<file path="config.mk">
export PLATFORM = sky130hd
export DESIGN_NAME = lal_thermo_seq
export DESIGN_NICKNAME = d
export VERILOG_FILES = /design/src/rtl/lal_pkg.sv /design/src/rtl/lal_mag_cmp.sv /design/src/rtl/lal_thermo_seq.sv
export SDC_FILE = /design/constraint.sdc
export NUM_CORES = 1
export LEC_CHECK = 0
export BUFFER_PORTS_ARGS = -buffer_cell sky130_fd_sc_hd__buf_4
export CAP_MARGIN = 30
export CORE_MARGIN = 2
export CORE_UTILIZATION = 47
export DETAILED_ROUTE_END_ITERATION = 6
export PLACE_DENSITY = 0.88
export SYNTH_ARGS = -nofsm -noshare
export SYNTH_HDL_FRONTEND = slang
export SYNTH_SLANG_ARGS = --single-unit
</file>
<file path="constraint.sdc">
create_clock -name clk -period 3.4 [get_ports clk]
set_clock_uncertainty 0.15 [all_clocks]
set_input_delay 0.17 -clock clk [delete_from_list [all_inputs] [get_ports clk]]
set_output_delay 0.17 -clock clk [all_outputs]
set_load 0.01 [all_outputs]
</file>
<file path="src/rtl/lal_pkg.sv">
// Shared types and constants for the thermometer stage sequencer.
package lal_pkg;

  typedef enum logic [1:0] {
    IDLE = 2'd0,
    RUN  = 2'd1,
    DONE = 2'd2
  } state_t;

  localparam int STAGES_DEF = 9;
  localparam int CMP_W_DEF  = 4;

  // Width needed to hold a count in the range 0..stages inclusive.
  function automatic int cnt_w(input int stages);
    return $clog2(stages + 1);
  endfunction

endpackage

</file>
<file path="src/rtl/lal_mag_cmp.sv">
// Registered unsigned magnitude comparator; one cycle of latency.
module lal_mag_cmp #(
  parameter int CMP_W = 4
) (
  input  logic             clk,
  input  logic             rst_n,
  input  logic [CMP_W-1:0] a,
  input  logic [CMP_W-1:0] b,
  output logic             gt,
  output logic             eq
);

  // Capture the compare result of this cycle's operands.
  always_ff @(posedge clk or negedge rst_n) begin
    if (!rst_n) begin
      gt <= 1'b0;
      eq <= 1'b0;
    end else begin
      gt <= (a > b);
      eq <= (a == b);
    end
  end

endmodule

</file>
<file path="src/rtl/lal_thermo_seq.sv">
// Thermometer stage sequencer with compare-gated advance.
//
//   state | meaning
//   ------+-------------------------------------------------------
//   IDLE  | therm/count cleared, waiting for start_i
//   RUN   | filling stages, one bit per qualified advance
//   DONE  | single-cycle completion strobe, therm all ones
module lal_thermo_seq
  import lal_pkg::*;
#(
  parameter  int STAGES = STAGES_DEF,
  parameter  int CMP_W  = CMP_W_DEF,
  localparam int CNT_W  = cnt_w(STAGES)
) (
  input  logic              clk,
  input  logic              rst_n,
  input  logic              start_i,
  input  logic              advance_i,
  input  logic              hold_i,
  input  logic              abort_i,
  input  logic              gate_en_i,
  input  logic [CMP_W-1:0]  a_i,
  input  logic [CMP_W-1:0]  b_i,
  output logic [STAGES-1:0] therm_o,
  output logic [STAGES-1:0] front_o,
  output logic [CNT_W-1:0]  count_o,
  output logic              busy_o,
  output logic              done_o,
  output logic              cmp_gt_o,
  output logic              cmp_eq_o
);

  localparam logic [CNT_W-1:0] FULL = CNT_W'(STAGES);

  state_t            state, state_n;
  logic [STAGES-1:0] therm, therm_n;
  logic [CNT_W-1:0]  count, count_n;
  logic              cmp_ge;
  logic              adv_q;

  lal_mag_cmp #(.CMP_W(CMP_W)) u_cmp (
    .clk   (clk),
    .rst_n (rst_n),
    .a     (a_i),
    .b     (b_i),
    .gt    (cmp_gt_o),
    .eq    (cmp_eq_o)
  );

  // The gate uses the previous cycle's operands, as seen through the register.
  assign cmp_ge = cmp_gt_o | cmp_eq_o;
  assign adv_q  = advance_i & ~hold_i & (~gate_en_i | cmp_ge);

  // State, thermometer and counter registers.
  always_ff @(posedge clk or negedge rst_n) begin
    if (!rst_n) begin
      state <= IDLE;
      therm <= '0;
      count <= '0;
    end else begin
      state <= state_n;
      therm <= therm_n;
      count <= count_n;
    end
  end

  // Next-state logic; abort dominates, hold is folded into adv_q.
  always_comb begin
    state_n = state;
    therm_n = therm;
    count_n = count;
    case (state)
      IDLE: begin
        if (start_i && !abort_i) begin
          state_n = RUN;
          therm_n = STAGES'(1);
          count_n = CNT_W'(1);
        end
      end
      RUN: begin
        if (abort_i) begin
          state_n = IDLE;
          therm_n = '0;
          count_n = '0;
        end else if (adv_q) begin
          if (count < FULL) begin
            therm_n = {therm[STAGES-2:0], 1'b1};
            count_n = count + CNT_W'(1);
          end else begin
            state_n = DONE;
          end
        end
      end
      DONE: begin
        state_n = IDLE;
        therm_n = '0;
        count_n = '0;
      end
      default: begin
        state_n = IDLE;
        therm_n = '0;
        count_n = '0;
      end
    endcase
  end

  // For a thermometer code the highest set bit is the one whose upper neighbour is clear.
  assign front_o = therm & ~(therm >> 1);
  assign therm_o = therm;
  assign count_o = count;
  assign busy_o  = (state == RUN);
  assign done_o  = (state == DONE);

  // The maintained counter must always agree with the thermometer fill.
  count_matches_therm: assert property (
    @(posedge clk) disable iff (!rst_n) count == CNT_W'($countones(therm))
  );

endmodule
</file>
==> flow_summary.toml, run 1 <==
[outcome]
status = "finished clean"

[sta]
finalMaxSlewViolations = 0
final.setup.tns_ps = 0
setup_viol = 0
fin_crit_sh_pct = 63.7
fmax_mhz = 462
whs_ps = 25.0
setup_slack_ps = 1230
hold_viol = 0
slew-limit-headroom_pct = 61.2
layout_min_cycle_time_ps = 2170
worst_pin_slew_ps = 576
rsz0062_at_grt = "false"

[cts]
cts_tree = "yes"
clk_path_buf_depth = 2
h-tree-depth = 1
cts.clk_slew.worst_paths_ps = 90
cts_sinks = 17
clock_latency_ps = 290
clockRootBuffer = "clkbuf_4"
cts_made_buffers = 3

[synth]
syn_nets = 111
syn_avg_cell_area_um2 = 10.4
synth-seq-cells = 17
ys_warn_count = 0
synthDistinctLibCells = 27
synth_cells = 90
ys_seq_area_share_pct = 45.5
syn_area_um2 = 935

[cells_and_area]
stdcell_count = 159
area_delta_synth_final_pct = 36.9
n_fill_cell = 164
drive_gt1_share_pct = 41.7
antenna_cells = 0
fin_nets = 154
final_util_pct = 66.6
stdcell_area_um2 = 1280
layout_common_cells = "40 x buf_4, 17 x dfrtp_1, 10 x inv_1, 10 x nor2b_1, 9 x a22o_2"
final_common_cell = "buf_4"
seqCellArea_um2 = 425
multi_input_area_um2 = 437

[global_route]
grt_pass1_vias = 810
grt-ovfl-total = 0
antenna_found_initial = 0
grt.total_usage_pct = 19.2
grt_max_degree = 18
grt_pass1_wl_mm = 3.46

[die]
core_region_area_um2 = 1920
rows = 16
dieArea_um2 = 2360
die_h_um = 48.6
initial_utilization_pct = 48.6
die_x_um = 48.6
pin_count = 41

[critical_path]
setup.worst_path.end_class = "flop"
startpoint_type = "primary input"
path_cells = "dlygate4sd3_1 > buf_4 > or3b_1 > o21ai_2 > mux2_2"
cp_max_fo = 11
critical_path.slowest_cell = "dlygate4sd3_1"
r2r_slack_ps = 1280
cp_top_family = "buffers and inverters"
path_class = "in2reg"
cp.buffers_inverters = 2
crit_required_ps = 3430
slowest_delay_ps = 530
cp.arrival_ps = 2200

[placed_design]
dp_slack_ps = 1290
dpl.hpwl_mm = 1.68
gp_congestion = 0.810
placed_area_um2 = 1230
io_buffers = 40
placed_cells = 153

[drt]
avgViaCountPerCell = 5.27
drt_iter0_drc = 7
via_count = 838
dr.pass1.iters = 4
routedWlPerCell_um = 13.2
drc = 0
wl_mm = 2.11
detail-route-antenna-nets = 0

[min_path]
min_path_type = "in2reg"

[power_and_ir_drop]
switchingPower_mw = 0.112
power_frac_comb_pct = 21.4
seqPwrFrac_pct = 53.0
p_int_mw = 0.299
p_leak_nw = 0.685
clock_power_share_pct = 25.5
p_per_area_nw_per_um2 = 321
swShare_pct = 27.3
max-vdd-ir-drop_v = 0.000229
total_power_mw = 0.411

[run]
maxCapViolCount = 0
## per-layer routing
| layer | track usage, % | vias up | wire length [µm] |
|---|---|---|---|
| met5 | 0 | - | 0 |
| met4 | 11.0 | 0 | 57 |
| met3 | 3.09 | 6 | 99 |
| met2 | 34.5 | 34 | 1090 |
| met1 | 21.4 | 398 | 856 |
| li1 | - | 400 | - |
## state kept, by name (all words and copies together), names as in the netlist
signal / cells
u_cmp.eq: 1
therm_o: 9
count_o: 4
state: 2
u_cmp.gt: 1
## what timing repair did
action                                  in CTS  in global routing
resized for setup                            0                  0
endpoints found under the setup margin       0                  0
setup buffers                                0                  0
hold buffers                                 2                  0
endpoints found under the hold margin       18                  0
## power groups by stage
stage / logic, mW / clock network [mW] / registers [mW]
floorplan: 0.0433 / 0 / 0.224
global placement: 0.0817 / 0 / 0.221
detailed placement: 0.0870 / 0 / 0.222
CTS: 0.0892 / 0.105 / 0.218
global route: 0.0976 / 0.114 / 0.220
finish: 0.0882 / 0.105 / 0.218
## kinds of logic (layout without fill, tap and decap cells)
group	after synthesis	in the layout	share of synthesized area (%)
AO/OA/AOI/OAI	23	23	20.2
adder cells (fa/ha/maj)	6	6	8.03
buffers and inverters	14	56	7.76
flip-flops	17	17	45.5
multiplexers	2	2	2.28
AND/OR/NAND/NOR	28	28	16.2
## synth_stat cells
master     instances  share of area [%]
ha_1               6                8.0
nor3_1             2                1.1
o21ai_2            1               0.94
a31oi_1            1               0.67
nor2_1             8                3.2
or3b_1             1               0.94
o22ai_1            1               0.67
mux2i_1            1                1.1
buf_4              1               0.80
o21ai_0            2                1.1
and2b_1            1               0.80
nand2b_1           3                2.0
a21oi_1            4                2.1
mux2_2             1                1.2
a2111oi_0          1               0.94
inv_1             10                4.0
a221oi_2           1                1.6
nor2b_1           10                6.7
nand3_1            2                1.1
nand2_1            1               0.40
buf_6              2                2.4
a211o_1            1               0.94
a21o_1             1               0.80
buf_2              1               0.53
o211ai_1           1               0.80
a22o_2             9                9.6
dfrtp_1           17                 46
## tightest hold or removal path, delay by kind of cell
kind	cells	cell delay (ps)
buffers and inverters	1	110
AND/OR/NAND/NOR	1	80
AO/OA/AOI/OAI	1	70
## worst paths after layout
| path | from | end | cells past startpoint |
|---|---|---|---|
| min | start_i | state[0] | 3 |
| max reg2reg | count_o[0] | therm_o[5] | 6 |
| min reg2reg | state[1] | state[0] | 1 |
| max in group asynchronous | rst_n | therm_o[3] | 2 |
| max | abort_i | therm_o[0] | 5 |
| min in group asynchronous | rst_n | therm_o[7] | 2 |
## area by class of cell
cell class / count / area share, %
Inverter: 10 / 2.93
Tap cell: 27 / 2.64
Multi-Input combinational cell: 59 / 34.1
Sequential cell: 17 / 33.2
Clock buffer: 4 / 2.05
Timing Repair Buffer: 42 / 25.0
No activity file was read; power rests on OpenSTA's default activity.
==> run 2, diff against run 1 <==
--- a/config.mk
+++ b/config.mk
@@ -8,9 +8,9 @@
 export BUFFER_PORTS_ARGS = -buffer_cell sky130_fd_sc_hd__buf_4
 export CAP_MARGIN = 30
 export CORE_MARGIN = 2
-export CORE_UTILIZATION = 47
+export CORE_UTILIZATION = 41
 export DETAILED_ROUTE_END_ITERATION = 6
-export PLACE_DENSITY = 0.88
+export PLACE_DENSITY = 0.83
 export SYNTH_ARGS = -nofsm -noshare
 export SYNTH_HDL_FRONTEND = slang
 export SYNTH_SLANG_ARGS = --single-unit
==> constraint.sdc (replaced) <==
create_clock -name clk -period 1.8 [get_ports clk]
set_clock_uncertainty 0.15 [all_clocks]
set_input_delay 0.09 -clock clk [delete_from_list [all_inputs] [get_ports clk]]
set_output_delay 0.09 -clock clk [all_outputs]
set_load 0.01 [all_outputs]
==> run 2 against run 1 <==
Against the previous run: register-to-register slack got worse by 1200 ps; combinational power grew to 2.5 times the previous value; cell count up 8.2%; via count is 1.1% higher; die area grew 13%; final area rose by 11%; core utilization is 2.0 points lower; critical endpoint unchanged; clock power is 92% higher; clock-buffer cell count stayed put.
==> flow_summary.toml, run 2 (same netlist as run 1, synthesis figures left out) <==
[outcome]
status = "finished clean"

[cts]
clk_path_buf_depth = 2
clock_latency_ps = 290
h-tree-depth = 1
cts_tree = "yes"
cts_made_buffers = 3
cts.clk_slew.worst_paths_ps = 90
cts_sinks = 17
clockRootBuffer = "clkbuf_4"

[critical_path]
cp.arrival_ps = 1800
path_class = "in2reg"
cp_max_fo = 5
critical_path.endpoint = "therm_o[0]"
startpoint_type = "primary input"
r2r_cells = 7
rr_endpoint = "count_o[1]"
startpoint = "abort_i"
r2r_slack_ps = 80
r2r_start = "count_o[1]"
crit_required_ps = 1830
setup.worst_path.end_class = "flop"

[drt]
detail-route-antenna-nets = 0
dr.pass1.iters = 3
avgViaCountPerCell = 4.92
via_count = 847
wl_mm = 2.02
routedWlPerCell_um = 11.8
drc = 0
drt_iter0_drc = 4

[cells_and_area]
layout_common_cells = "48 x buf_4, 17 x dfrtp_1, 10 x nor2b_1, 9 x a22o_2"
area_delta_synth_final_pct = 51.4
n_fill_cell = 172
final_common_cell = "buf_4"
antenna_cells = 0
fin_nets = 166
drive_gt1_share_pct = 47.9
largest_reg_flops = 9

[die]
dieArea_um2 = 2680
die_h_um = 51.7
die_x_um = 51.7
pin_count = 41
initial_utilization_pct = 42.7
core_region_area_um2 = 2190
rows = 17

[run]
maxCapViolCount = 0

[global_route]
grt-ovfl-total = 0
grt.total_usage_pct = 17.4
grt_max_degree = 18
antenna_found_initial = 0
grt_pass1_vias = 803
grt_pass1_wl_mm = 3.42

[sta]
final.setup.tns_ps = 0
whs_ps = 18.9
rsz0062_at_grt = "false"
finalMaxSlewViolations = 0
fmax_mhz = 566
fin_crit_sh_pct = 98.1
setup_viol = 0
worst_pin_slew_ps = 550
hold_viol = 0
layout_min_cycle_time_ps = 1770
slew-limit-headroom_pct = 63.0

[min_path]
min_path_type = "in2reg"

[power_and_ir_drop]
p_leak_nw = 0.746
max-vdd-ir-drop_v = 0.000320
p_per_area_nw_per_um2 = 589

[placed_design]
gp_congestion = 0.770
io_buffers = 40
dpl.hpwl_mm = 1.55
-- run 2: final cells by class --
class                      instances  area [µm²]  area share (%)
clock buffer                       4        26.3            1.86
timing repair buffer              54         423            29.9
inverter                          10        37.5            2.65
sequential                        17         425            30.1
tap                               28        35.0            2.48
multi-input combinational         59         468            33.1
-- run 2: metrics by stage --
| step | setup slack (ps) | instances | instance area [µm²] | utilization [%] | power (mW) |
|---|---|---|---|---|---|
| 6_report | 33.7 | 172 | 1420 | 64.6 | 0.834 |
| 2_1_floorplan | 48.7 | 90 | 935 | - | 0.505 |
| 3_5_place_dp | 2.06 | 162 | 1290 | 59.1 | 0.598 |
| 4_1_cts | 2.82 | 172 | 1410 | 64.1 | 0.836 |
| 3_3_place_gp | 92.9 | 162 | 1290 | 59.1 | 0.591 |
| 5_1_grt | 0.302 | 172 | 1420 | 64.6 | 0.886 |
-- run 2: worst min-delay path by stage --
stage	startpoint	endpoint	slack [ps]	depth (start not counted)
5_1_grt	a_i[3]	u_cmp.gt	30	4
6_report	a_i[3]	u_cmp.gt	20	4
2_1_floorplan	rst_n	count_o[0]	-360	0
3_5_place_dp	rst_n	therm_o[8]	-190	1
3_3_place_gp	rst_n	therm_o[8]	-190	1
4_1_cts	a_i[3]	u_cmp.gt	20	4
-- run 2: timing repair --
item | CTS | global route
resized for setup | 8 | 1
hold endpoints to repair | 20 | 0
pin swaps | 2 | 2
gates cloned | 1 | 0
endpoints found under the setup margin | 9 | 10
hold buffers | 4 | 0
buffers inserted | 1 | 0
-- run 2: report_power, final --
part / internal, mW / leakage (nW) / total, mW / switching [mW]
clock: 0.0862 / 0.0150 / 0.202 / 0.116
sequential: 0.397 / 0.226 / 0.408 / 0.0112
combinational: 0.120 / 0.505 / 0.223 / 0.103
-- run 2: routing by layer --
metal  vias up  wire (µm)  global-route usage [%]  share of wire (%)
li1        421          -                       -                  -
met1       395        856                    20.8                 42
met2        29       1060                    31.4                 52
met3         2         95                    2.59                4.7
met4         0         10                    6.58               0.49
met5         -          0                       0                  0
-- run 2: critical path: stages --
cell and delay (ps):
dlygate4sd3_1 530, buf_4 140, or3b_1 440, o21ai_2 240
mux2_2 360
